--- src/rtl/mem_arb_pkg.sv ---
// Shared types and default sizing for the fetch/data memory arbiter.
// Consumed by mem_arbiter; see its header for the MEM_ARB_STARVE_EN option.
package mem_arb_pkg;

   typedef enum logic [1:0] {
      IDLE  = 2'd0,
      IBUSY = 2'd1,
      DBUSY = 2'd2
   } arb_state_e;

   localparam int ADDR_W_DEF       = 32;
   localparam int DATA_W_DEF       = 32;
   localparam int STARVE_LIMIT_DEF = 4;

endpackage

--- src/rtl/mem_arbiter.sv ---
// Two-requester arbiter (fetch vs. data) onto one single-port memory.
// Define MEM_ARB_STARVE_EN to bound how long data can starve fetch.
module mem_arbiter
   import mem_arb_pkg::*;
#(
   parameter int ADDR_W       = ADDR_W_DEF,
   parameter int DATA_W       = DATA_W_DEF,
   parameter int STARVE_LIMIT = STARVE_LIMIT_DEF
) (
   input  logic              clk,
   input  logic              reset,
   input  logic              ireq,
   input  logic [ADDR_W-1:0] iaddr,
   output logic [DATA_W-1:0] irdata,
   output logic              iready,
   output logic              istall,
   input  logic              dreq,
   input  logic              dwe,
   input  logic [ADDR_W-1:0] daddr,
   input  logic [DATA_W-1:0] dwdata,
   output logic [DATA_W-1:0] drdata,
   output logic              dready,
   output logic              dstall,
   output logic              mreq,
   output logic              mwe,
   output logic [ADDR_W-1:0] maddr,
   output logic [DATA_W-1:0] mwdata,
   input  logic [DATA_W-1:0] mrdata,
   input  logic              mack
);

   arb_state_e        state_q, state_d;
   logic [ADDR_W-1:0] addr_q, addr_d;
   logic              we_q, we_d;
   logic [DATA_W-1:0] wdata_q, wdata_d;

   logic is_idle;
   logic starve_hit;
   logic grant_d;
   logic grant_i;

   assign is_idle = (state_q == IDLE);
   assign grant_d = is_idle && dreq && !starve_hit;
   assign grant_i = is_idle && ireq && !grant_d;

`ifdef MEM_ARB_STARVE_EN
   localparam int CNT_W = $clog2(STARVE_LIMIT + 1);

   logic [CNT_W-1:0] cnt_q, cnt_d;

   // Counts back-to-back data grants that a pending fetch had to wait out.
   always_comb begin
      cnt_d = cnt_q;
      if (is_idle) begin
         if (!ireq || grant_i) begin
            cnt_d = '0;
         end else if (grant_d) begin
            cnt_d = cnt_q + 1'b1;
         end
      end
   end

   always_ff @(posedge clk) begin
      if (reset) begin
         cnt_q <= '0;
      end else begin
         cnt_q <= cnt_d;
      end
   end

   assign starve_hit = ireq && (cnt_q == CNT_W'(STARVE_LIMIT));
`else
   assign starve_hit = 1'b0;
`endif

   always_comb begin
      state_d = state_q;
      addr_d  = addr_q;
      we_d    = we_q;
      wdata_d = wdata_q;
      unique case (state_q)
         IDLE: begin
            if (grant_d) begin
               state_d = DBUSY;
               addr_d  = daddr;
               we_d    = dwe;
               wdata_d = dwdata;
            end else if (grant_i) begin
               state_d = IBUSY;
               addr_d  = iaddr;
               we_d    = 1'b0;
               wdata_d = '0;
            end
         end
         IBUSY, DBUSY: begin
            if (mack) begin
               state_d = IDLE;
            end
         end
         default: begin
            state_d = IDLE;
         end
      endcase
   end

   always_ff @(posedge clk) begin
      if (reset) begin
         state_q <= IDLE;
         addr_q  <= '0;
         we_q    <= 1'b0;
         wdata_q <= '0;
      end else begin
         state_q <= state_d;
         addr_q  <= addr_d;
         we_q    <= we_d;
         wdata_q <= wdata_d;
      end
   end

   assign mreq   = !is_idle;
   assign mwe    = (state_q == DBUSY) && we_q;
   assign maddr  = addr_q;
   assign mwdata = wdata_q;

   // Ready follows mack combinationally so a zero-wait memory costs 2 cycles.
   assign iready = (state_q == IBUSY) && mack;
   assign dready = (state_q == DBUSY) && mack;
   assign irdata = iready ? mrdata : '0;
   assign drdata = dready ? mrdata : '0;
   assign istall = ireq && !iready;
   assign dstall = dreq && !dready;

endmodule

--- config.mk ---
export PLATFORM = sky130hd
export DESIGN_NAME = mem_arbiter
export DESIGN_NICKNAME = d
export VERILOG_FILES = /design/src/rtl/mem_arb_pkg.sv /design/src/rtl/mem_arbiter.sv
export SDC_FILE = /design/constraint.sdc
export NUM_CORES = 1
export LEC_CHECK = 0
export CORE_MARGIN = 10
export CORE_UTILIZATION = 35
export DETAILED_ROUTE_END_ITERATION = 8
export GPL_TIMING_DRIVEN = 0
export MAX_ROUTING_LAYER = met4
export PLACE_DENSITY = 0.92
export SKIP_CTS_REPAIR_TIMING = 1
export SLEW_MARGIN = 20
export SYNTH_ARGS = -nofsm -noshare
export SYNTH_HDL_FRONTEND = slang
export SYNTH_SLANG_ARGS = --single-unit
--- constraint.sdc ---
create_clock -name clk -period 4 [get_ports clk]
set_input_delay 0.4 -clock clk [delete_from_list [all_inputs] [get_ports clk]]
set_output_delay 0.4 -clock clk [all_outputs]
set_load 0.005 [all_outputs]
==> metrics.md <==
| Metric | Value |
|---|---|
| Crit path kind | primary input to output port |
| Worst-margin pin slew | around 0.73 ns |
| Worst hold path depth | 2 |
| Register area share after synthesis | 41.8% |
| CP required | 3.60 ns |
| Largest vdd supply drop | about 0.2 mV |
| Crit-path cells | clkdlybuf4s50_1 > clkbuf_1 > clkbuf_1 > and3_1 > clkdlybuf4s50_1 |
| Critical-path top delay cell | clkdlybuf4s50_1 |
| Row count | 34 |
| Syn Nets | about 490 |
| Pwr per Cell Area | about 330 nW/um2 |
| Worst skew pair latency | about 0.34 ns |
| Max Cap Viol | 0 |
| Initial antenna violation count | 0 |
| R2r setup slk | roughly 2.4 ns |
| Htree depth | 3 |
| Layout cells sized above 1 | about an eighth |
| Worst Hold Class | primary input to flop |
| Worst Path Arrival | 2.37 ns |
| Area grow syn2layout | 93.5% |
| Fmax | approximately 360 MHz |
| R2R depth | 6 |
| Worst path max stage delay | about 0.55 ns |
| # diodes | 0 |
| Buf/Inv on CP | 4 |
| Vias in the first global route | about 4,000 |
| Gpl congestion | between 0.8 and 0.9 |
| Final ANT Viol Nets | 0 |
| Critical Path Start | mack |
| Drt initial violations | between 100 and 150 |
| All-Layer GR Usage | a little over a fifth |
| FILL cells | about 650 |
| Initial core utilization | roughly 36% |
| Area of the die | between 10,000 and 15,000 um2 |
| Logic pwr share | approximately a third |
| Drt first pass iters | 4 |
| Final Hold Vio Count | 0 |
| Yosys warning count | 0 |
| Skew final | about 0.013 ns |
| Worst path depth | 5 |
| DP Wirelength | around 12,000 um |
| Vias per cell | ~5.0 |
| Area of the multi-input gates | around 1600 um2 |
| Clock power frac | 29.4% |
| Global route overflow | 0 |
| Final instance area | ~6200 um2 |
| Seq. cell area | about 1300 um2 |
| Post-synth cell types | 26 |
| IO Count | approximately 270 |
| Port bufs | roughly 270 |
| CP max FO | 10 |
| Max Slew Vio Count | 0 |
| Synth Register Bits | 67 |
| Routed via count | around 3,700 |
| CTS Buffer Depth | 2 |
| Syn avg cell area | 9.23 um2 |
| CP Launch Type | primary input |
| Outcome | complete, no violations |
| Final Cycle Share | just under 70% |
| Post-synthesis instance total | 348 |
| LEAKAGE | about 2.6 nW |
| CTS tree | done |
| # clock sinks | 67 |
| Largest delay share family, worst path | buffers and inverters |
| Min Clock Period, post-route | between 2 and 3 ns |
| Reg2reg start | state_q[1]$_SDFFE_PP0P_ |
| Yosys top cell by area | dfxtp_1 |
| DP Area | about 6000 um2 |
| Synth top area share | a little over two fifths |
| Avg WL per Cell | between 20 and 25 um |
| Synthesized area | approximately 3200 um2 |
| Largest net degree at the start of global routing | 15 |
| Drt total wl | ~15,000 um |
| Hold Path End | maddr[6]$_SDFFE_PP0P_ |
| DRC Markers | 0 |
| Die H | about 120 um |
| Internal | ~1.4 mW |
| Hold wc startpoint | reset |
| Crit end category | output port |
| Top cells by area, synth | dfxtp_1 42%, and3_1 12%, nor4_2 12%, nor2_1 10%, a22o_1 9.0% |
| First-pass GRT wire length | 22,300 um |
| Setup TNS | 0 ns |
| RSZ-0062 raised after global routing | false |
| Clock buffer count from CTS | 9 |
| Core footprint | between 8000 and 9000 um2 |
| Net Sw Frac | between 20% and 30% |
| Clock tree root buffer cell | clkbuf_8 |
| Slew headroom | about half |
| Setup Viol. Count Final | 0 |
| RR Endpoint | mwdata[18]$_SDFFE_PP0P_ |
| Seq pwr share | between 30% and 40% |
| NetSw | between 0.6 and 0.7 mW |
| Layout Nets | roughly 760 |
| Chip Width | 116 um |
| Reg clk slew, reported paths | 0.09 ns |
-- worst register-to-register path: cells and delay by family, from the launching register on --
kind            cells  cell delay, ns
simple gates        2            0.39
buf+inv             2            0.29
compound gates      1            0.16
flops               1            0.32
fa+ha+maj           1            0.40
-- worst max path at each step --
stage / endpoint / slack [ns]
2_1_floorplan: irdata[10] / 2.59
3_3_place_gp: drdata[0] / 1.30
3_5_place_dp: drdata[0] / 1.25
4_1_cts: drdata[0] / 1.25
5_1_grt: drdata[0] / 1.11
6_report: drdata[0] / 1.23
-- area by class of cell --
cell class                      instances  share of cell area, %
Buffer                                 32                   3.36
Timing Repair Buffer                  266                   42.9
Sequential cell                        67                   21.6
Inverter                                3                  0.181
Multi-Input combinational cell        246                   26.5
Tap cell                              108                   2.17
Clock buffer                            9                   1.99
Clock inverter                          7                   1.31
-- logic make-up (layout without fill, tap and decap cells) --
logic type | count (synthesis) | after routing | share of synthesized area (%)
AO/OA/AOI/OAI | 38 | 38 | 10.2
adder cells (fa/ha/maj) | 3 | 3 | 1.17
buffers and inverters | 35 | 317 | 6.86
flip-flops | 67 | 67 | 41.8
AND/OR/NAND/NOR | 205 | 205 | 39.9
-- metal layers --
layer | global-route usage (%) | share of wire [%]
met1 | 23.5 | 38
met2 | 37.7 | 51
met3 | 6.72 | 7.7
met4 | 7.51 | 2.9
met5 | - | 0
-- power groups by stage --
| stage | combinational [mW] | sequential, mW | clock, mW |
|---|---|---|---|
| final | 0.655 | 0.776 | 0.596 |
| after global routing | 0.703 | 0.784 | 0.643 |
| after CTS | 0.661 | 0.776 | 0.610 |
| after detailed placement | 0.657 | 0.791 | 0 |
| after global placement | 0.638 | 0.786 | 0 |
| after floorplan | 0.251 | 0.795 | 0 |
-- synth_stat cells --
master and instances:
dfxtp_1 67, nand3b_4 1, nor2_1 86, buf_6 8
buf_4 3, a211oi_1 1, nand2b_1 3, and3_1 64
nand3_1 1, nand2_4 1, inv_1 3, and2_1 3
a22o_1 33, nor4_1 2, ha_1 3, nor4_2 30
buf_2 5, nor2b_1 2, a21o_1 1, nor2_4 2
o21a_4 1, clkbuf_1 13, buf_8 1, a21oi_1 2
nor2_2 10, buf_1 2
-- state kept, by name, indices dropped and copies added, names as in the netlist --
register and flops:
we_q 1, state_q 2, maddr 32, mwdata 32
-- placed cells by master (no fill, tap or decap) --
cell type | Yosys | routed
a21oi_1 | 2 | 2
clkbuf_1 | 13 | 13
a22o_1 | 33 | 33
clkdlybuf4s50_1 | 0 | 266
nor4_1 | 2 | 2
nand3b_4 | 1 | 1
inv_8 | 0 | 1
a211oi_1 | 1 | 1
nor2b_1 | 2 | 2
and3_1 | 64 | 64
inv_1 | 3 | 3
nor2_4 | 2 | 2
buf_4 | 3 | 3
clkinv_2 | 0 | 1
buf_2 | 5 | 5
dfxtp_1 | 67 | 67
bufinv_16 | 0 | 1
inv_6 | 0 | 3
nand2_4 | 1 | 1
ha_1 | 3 | 3
nor2_2 | 10 | 10
nand2b_1 | 3 | 3
buf_1 | 2 | 2
a21o_1 | 1 | 1
nor2_1 | 86 | 86
and2_1 | 3 | 3
clkbuf_8 | 0 | 9
buf_6 | 8 | 8
nor4_2 | 30 | 30
buf_8 | 1 | 1
o21a_4 | 1 | 1
nand3_1 | 1 | 1
clkinv_4 | 0 | 1
-- per-stage QoR --
stage	hold slack, ns	std cells	worst slack (ns)	util, %	power, mW
after global placement	0.453	722	1.30	68.2	1.42
after floorplan	0.434	348	2.59	-	1.05
after CTS	0.423	738	1.25	70.6	2.05
after detailed placement	0.454	722	1.25	68.2	1.45
final	0.435	738	1.23	70.6	2.03
after global routing	0.438	738	1.11	70.6	2.13
(Power assumes the default switching activity.)
